<file path="src/rtl/up_down_counter.sv">
// Up/down binary counter with enable, parallel load, synchronous clear,
// wrap or saturate boundary handling and a registered terminal-count pulse.
module up_down_counter #(
    parameter int unsigned            WIDTH    = 4,
    parameter bit                     SATURATE = 1'b0,
    parameter logic [WIDTH-1:0]       RST_VAL  = '0
) (
    input  logic             clk,
    input  logic             arst_n,
    input  logic             en,
    input  logic             dir,
    input  logic             sclr,
    input  logic             load,
    input  logic [WIDTH-1:0] d,
    output logic [WIDTH-1:0] q,
    output logic             at_max,
    output logic             at_min,
    output logic             tc
);

    logic [WIDTH-1:0] cnt_q, cnt_d;
    logic             tc_q, tc_d;
    logic             max_s, min_s;

    assign max_s = &cnt_q;
    assign min_s = ~|cnt_q;

    always_comb begin
        cnt_d = cnt_q;
        tc_d  = 1'b0;
        if (sclr) begin
            cnt_d = RST_VAL;
        end else if (load) begin
            cnt_d = d;
        end else if (en && dir) begin
            // A step off the top is flagged whether it wraps or is held
            if (max_s) begin
                tc_d  = 1'b1;
                cnt_d = SATURATE ? cnt_q : '0;
            end else begin
                cnt_d = cnt_q + 1'b1;
            end
        end else if (en) begin
            if (min_s) begin
                tc_d  = 1'b1;
                cnt_d = SATURATE ? cnt_q : '1;
            end else begin
                cnt_d = cnt_q - 1'b1;
            end
        end
    end

    always_ff @(posedge clk or negedge arst_n) begin
        if (!arst_n) begin
            cnt_q <= RST_VAL;
            tc_q  <= 1'b0;
        end else begin
            cnt_q <= cnt_d;
            tc_q  <= tc_d;
        end
    end

    assign q      = cnt_q;
    assign tc     = tc_q;
    assign at_max = max_s;
    assign at_min = min_s;

endmodule

</file>
<file path="config.mk">
export PLATFORM = sky130hd
export DESIGN_NAME = up_down_counter
export DESIGN_NICKNAME = d
export VERILOG_FILES = /design/src/rtl/up_down_counter.sv
export SDC_FILE = /design/constraint.sdc
export NUM_CORES = 1
export LEC_CHECK = 0
export ABC_AREA = 1
export CORE_AREA = 10 10 47 49
export DETAILED_ROUTE_END_ITERATION = 8
export DIE_AREA = 0 0 57 59
export GPL_ROUTABILITY_DRIVEN = 0
export PLACE_DENSITY = 0.62
export SLEW_MARGIN = 30
export SYNTH_ARGS = -nofsm -noshare
export SYNTH_HDL_FRONTEND = slang
export SYNTH_SLANG_ARGS = --single-unit
</file>
<file path="constraint.sdc">
create_clock -name clk -period 1.8 [get_ports clk]
set_clock_uncertainty 0.15 [all_clocks]
set_input_delay 0.27 -clock clk [delete_from_list [all_inputs] [get_ports clk]]
set_output_delay 0.27 -clock clk [all_outputs]
set_load 0.01 [all_outputs]
</file>
=== After elaboration in Yosys (flattened, before gate mapping) ===
Index checks and enable logic that the tools add are counted.

* Register bits: 5
* Input port bits: 10
* Output and inout bits: 7
* Word-level logic and storage cells: 21

* Reduce and logical (&&, ||, !) cells: 5
* Multiplexer cells: 12
* Add/subtract/negate cells: 2

{| class="wikitable"
|+ Operators with widths
! operator !! count
|-
| $mux W4 || 6
|-
| $mux W1 || 6
|-
| $add A4 B1 Y4 const B || 1
|-
| $reduce_and A4 Y1 || 1
|-
| $reduce_bool A4 Y1 || 1
|-
| $reduce_or A4 Y1 || 1
|-
| $sub A4 B1 Y4 const B || 1
|-
| $logic_and A1 B1 Y1 || 1
|-
| $logic_not A1 Y1 || 1
|}

=== Logic depth before layout (Yosys ltp) ===
* Depth in word-level cells: 6
* Depth in mapped cells: 9

=== Worst setup path after synthesis ===
OpenSTA, ideal clock, no wires.

* Kind: register -> register
* From: reg cnt_q[0] (netlist: q[0])
* To: reg tc_q (netlist: tc)
* Slack: 309 ps
* Arrival time: 1270 ps
* Buffers on the path: 0
* Library setup time: 71 ps
* Stages on the path, launching flop included: 9
* Cell sequence: dfrtp_1 inv_1 ha_1 inv_1 nor3_4 nand2_1 o21ai_1 nand2_1 nor2_1

* Word-level cells in the longest chain between the ends: 6
* Elaborated cells on any way between the ends: 8
* Classes of those cells: 6 x mux; 2 x reduce/logical

{| class="wikitable"
|+ RTL lines
! element !! line !! text
|-
| start: declaration || 21 || <nowiki>logic [WIDTH-1:0] cnt_q, cnt_d;</nowiki>
|-
| start signal: assignment || 58 || <nowiki>cnt_q <= cnt_d;</nowiki>
|-
| $reduce_or A4 Y1 || 26 || <nowiki>assign min_s = ~|cnt_q;</nowiki>
|-
| $mux W1 || 44 || <nowiki>if (min_s) begin</nowiki>
|-
| $mux W1 || 43 || <nowiki>end else if (en) begin</nowiki>
|-
| $mux W1 * || 35 || <nowiki>end else if (en && dir) begin</nowiki>
|-
| $mux W1 * || 33 || <nowiki>end else if (load) begin</nowiki>
|-
| $mux W1 * || 31 || <nowiki>if (sclr) begin</nowiki>
|-
| via tc_d || 22 || <nowiki>logic tc_q, tc_d;</nowiki>
|-
| end signal: assignment || 59 || <nowiki>tc_q <= tc_d;</nowiki>
|-
| end: declaration || 22 ||
|}

The timed path passes the listed nets; every way through them passes the cells marked *.
A chain may end at the register's enable or synchronous reset.

=== Final worst setup path ===
* From: reg cnt_q[1] (netlist: q[1])
* To: out at_max

* Word-level cells in the longest chain between the ends: 1

{| class="wikitable"
|+ RTL lines
! element !! line !! text
|-
| $reduce_and A4 Y1 || 25 || <nowiki>assign max_s = &cnt_q;</nowiki>
|-
| end: declaration || 16 || <nowiki>output logic at_max,</nowiki>
|}

No other way between the ends.

==> results.ini <==
[final_layout]
multi_input_area_um2 = 264.0
layout.area.seq_um2 = 125.1
final_common_cell = nand2_1
final_core_util_pct = 49.29
drive_gt1_share_pct = 21.74
antenna_cells = 0
final_cell_mix = nand2_1 (21), clkdlybuf4s50_1 (14), buf_4 (10)
finalNetCount = 105
n_fill_cell = 155
syn2layout_area_growth_pct = 61.88

[power]
pwr-share-clk_pct = 27.8
p_leak_nw = 0.3405
p_sw_share_pct = 32.37
combPwrFrac_pct = 42.8
report.power.total_w = 0.0004586
internal_power_w = 0.0003102
seq_power_share_pct = 29.3
p_per_area_nw_per_um2 = 664.0
power.switching_w = 0.0001485
ir_drop_v = 0.0003511

[setup_path]
cp-start-kind = register
path_class = reg2out
endpoint_kind = primary output
worstPathRequired_ns = 1.38
crit_arrival_ns = 1.30
cp_max_fo = 4

[global_route]
grt-busiest-layer = met2
antenna_found_initial = 0
use_met1_pct = 8.034
grt_use_met2_pct = 13.49
grt_pass1_wl_um = 2180
grt_util_all_layers_pct = 8.066
grt-ovfl-total = 0
grt_pass1_vias = 503
grt_use_met3_pct = 3.648
grt_max_degree = 10

[job]
maxCapViolCount = 0

[timing]
worst_slew_pin_slew_ns = 0.3060
post-route-period-util_pct = 95.57
finalHoldViolCount = 0
hold_ws_ns = 0.1080
fmax_mhz = 581.3
slew_headroom_pct = 79.52
finalSetupViolations = 0
min_period_ns = 1.720
rsz0062_at_grt = no
slew_viol_final = 0

[logic_synthesis]
ys_warn_count = 0
netlist_area_um2 = 426.7
synth_top_family_by_area = simple AND/OR/NAND/NOR gates
ys_types = 19
synth_nets = 75
yosysSeqAreaShare_pct = 29.33
synthMuxAreaShare_pct = 0
synth-compound-area-share_pct = 10.56
yosys.area_share.xor_xnor_pct = 2.053
synth_fa_ha_area_share_pct = 5.865
syn_avg_cell_area_um2 = 6.772
synthSimpleGateAreaFrac_pct = 43.40
synth-seq-cells = 5
syn_inst = 63

[routing]
drc_errors = 0
ant_nets = 0
initialDrtViolationCount = 21
wl_per_cell_um = 11.54
drt_first_pass_iters = 4
vias = 510
vias_per_cell = 4.722
drt_wl_total_um = 1246

[cts]
numCtsBuffers = 3
h-tree-depth = 1
clockBufferDepth = 2
cts_tree = built
cts.clk_slew.worst_paths_ns = 0.04
root_buffer = clkbuf_4
clock-sinks = 5
worstSkewPairLatency_ns = 0.24

[floorplanning]
fp-row-count = 14
ios = 17
dieArea_um2 = 3363
start_util_pct = 30.45
core_area_um2 = 1401
fp.dieW_um = 57
die_y_um = 59

[status]
status = finished, final reports clean

[placement]
dpl.hpwl_um = 1055
port_buffers = 16

[worst_hold_path]
hold_path.class = in2async

## metal layers
layer,vias to the layer above,wire length [um],share of wire [%]
met2,25,618,50
met1,220,481,39
met4,0,4,0.32
met3,2,140,11
li1,263,-,-
met5,-,0,0
## metrics by stage
| step | instances | setup slack [ns] | TNS [ns] | cell area (um2) |
|---|---|---|---|---|
| floorplan | 63 | 0.3087 | 0 | 426.7 |
| global placement | 102 | 0.02151 | 0 | 655.6 |
| detailed placement | 102 | -0.05453 | -0.05453 | 655.6 |
| CTS | 107 | 0.007509 | 0 | 689.4 |
| global route | 108 | 0.008829 | 0 | 690.7 |
| finish | 108 | 0.07968 | 0 | 690.7 |
## final timing paths
| kind | start | end | cells past startpoint | slack, ns |
|---|---|---|---|---|
| setup / recovery | q[1] | at_max | 4 | 0.08 |
| hold / removal | arst_n | tc | 1 | 0.11 |
| setup reg to reg | q[0] | q[0] | 9 | 0.28 |
| hold reg to reg | q[1] | q[1] | 3 | 0.48 |
| max in group asynchronous | arst_n | q[1] | 1 | 1.19 |
| min in group clk | sclr | tc | 2 | 0.48 |
## area by class of cell
type                       count  share of cell area (%)
timing repair buffer          26                   33.15
inverter                       7                   3.804
tap                           16                   2.899
multi-input combinational     50                   38.22
clock buffer                   4                   3.804
sequential                     5                   18.12
## power groups by stage
stage	registers [W]	clock network [W]	logic, W
after global placement	0.000138	0	0.000190
after global routing	0.000136	0.000147	0.000221
after detailed placement	0.000139	0	0.000191
final	0.000134	0.000128	0.000196
after floorplan	0.000144	0	0.0000895
after CTS	0.000135	0.000137	0.000198
## worst max-delay path, stage by stage, from the launching register on
cell           delay (ns)
dfrtp_1              0.40
ha_1                 0.21
nand2_1              0.13
nor2_4               0.05
dlygate4sd2_1        0.28
## cells by family after synthesis
family / after synthesis
AND/OR/NAND/NOR: 39
AO/OA/AOI/OAI: 8
buffers and inverters: 8
flip-flops: 5
adder cells (fa/ha/maj): 2
XOR/XNOR: 1
## what timing repair did
| action | 4_1_cts | 5_1_grt |
|---|---|---|
| buffers inserted | 1 | 1 |
| endpoints found under the setup margin | 3 | 2 |
| resized for setup | 4 | 1 |
| pin swaps | 0 | 0 |
| hold buffers | 0 | 0 |
## Yosys cell counts
| cell | n | share of area [%] |
|---|---|---|
| nand2_1 | 21 | 18 |
| nor2_1 | 7 | 6.2 |
| nand3_1 | 6 | 7.0 |
| dfrtp_1 | 5 | 29 |
| inv_1 | 5 | 4.4 |
| o21ai_1 | 4 | 4.7 |
| ha_1 | 2 | 5.9 |
| inv_2 | 2 | 1.8 |
| a21oi_1 | 1 | 1.2 |
| buf_6 | 1 | 2.6 |
| nand2_2 | 1 | 1.5 |
| nand4_1 | 1 | 1.5 |
| nor2_4 | 1 | 2.6 |
| nor3_2 | 1 | 2.3 |
| nor3_4 | 1 | 3.8 |
| o211ai_1 | 1 | 1.8 |
| o21a_1 | 1 | 1.8 |
| o21ai_0 | 1 | 1.2 |
| xnor2_1 | 1 | 2.1 |
## sequential cells by signal, summed over array words and instances (netlist names)
| register | count |
|---|---|
| q | 4 |
| tc | 1 |
No activity file was read; power rests on OpenSTA's default activity.
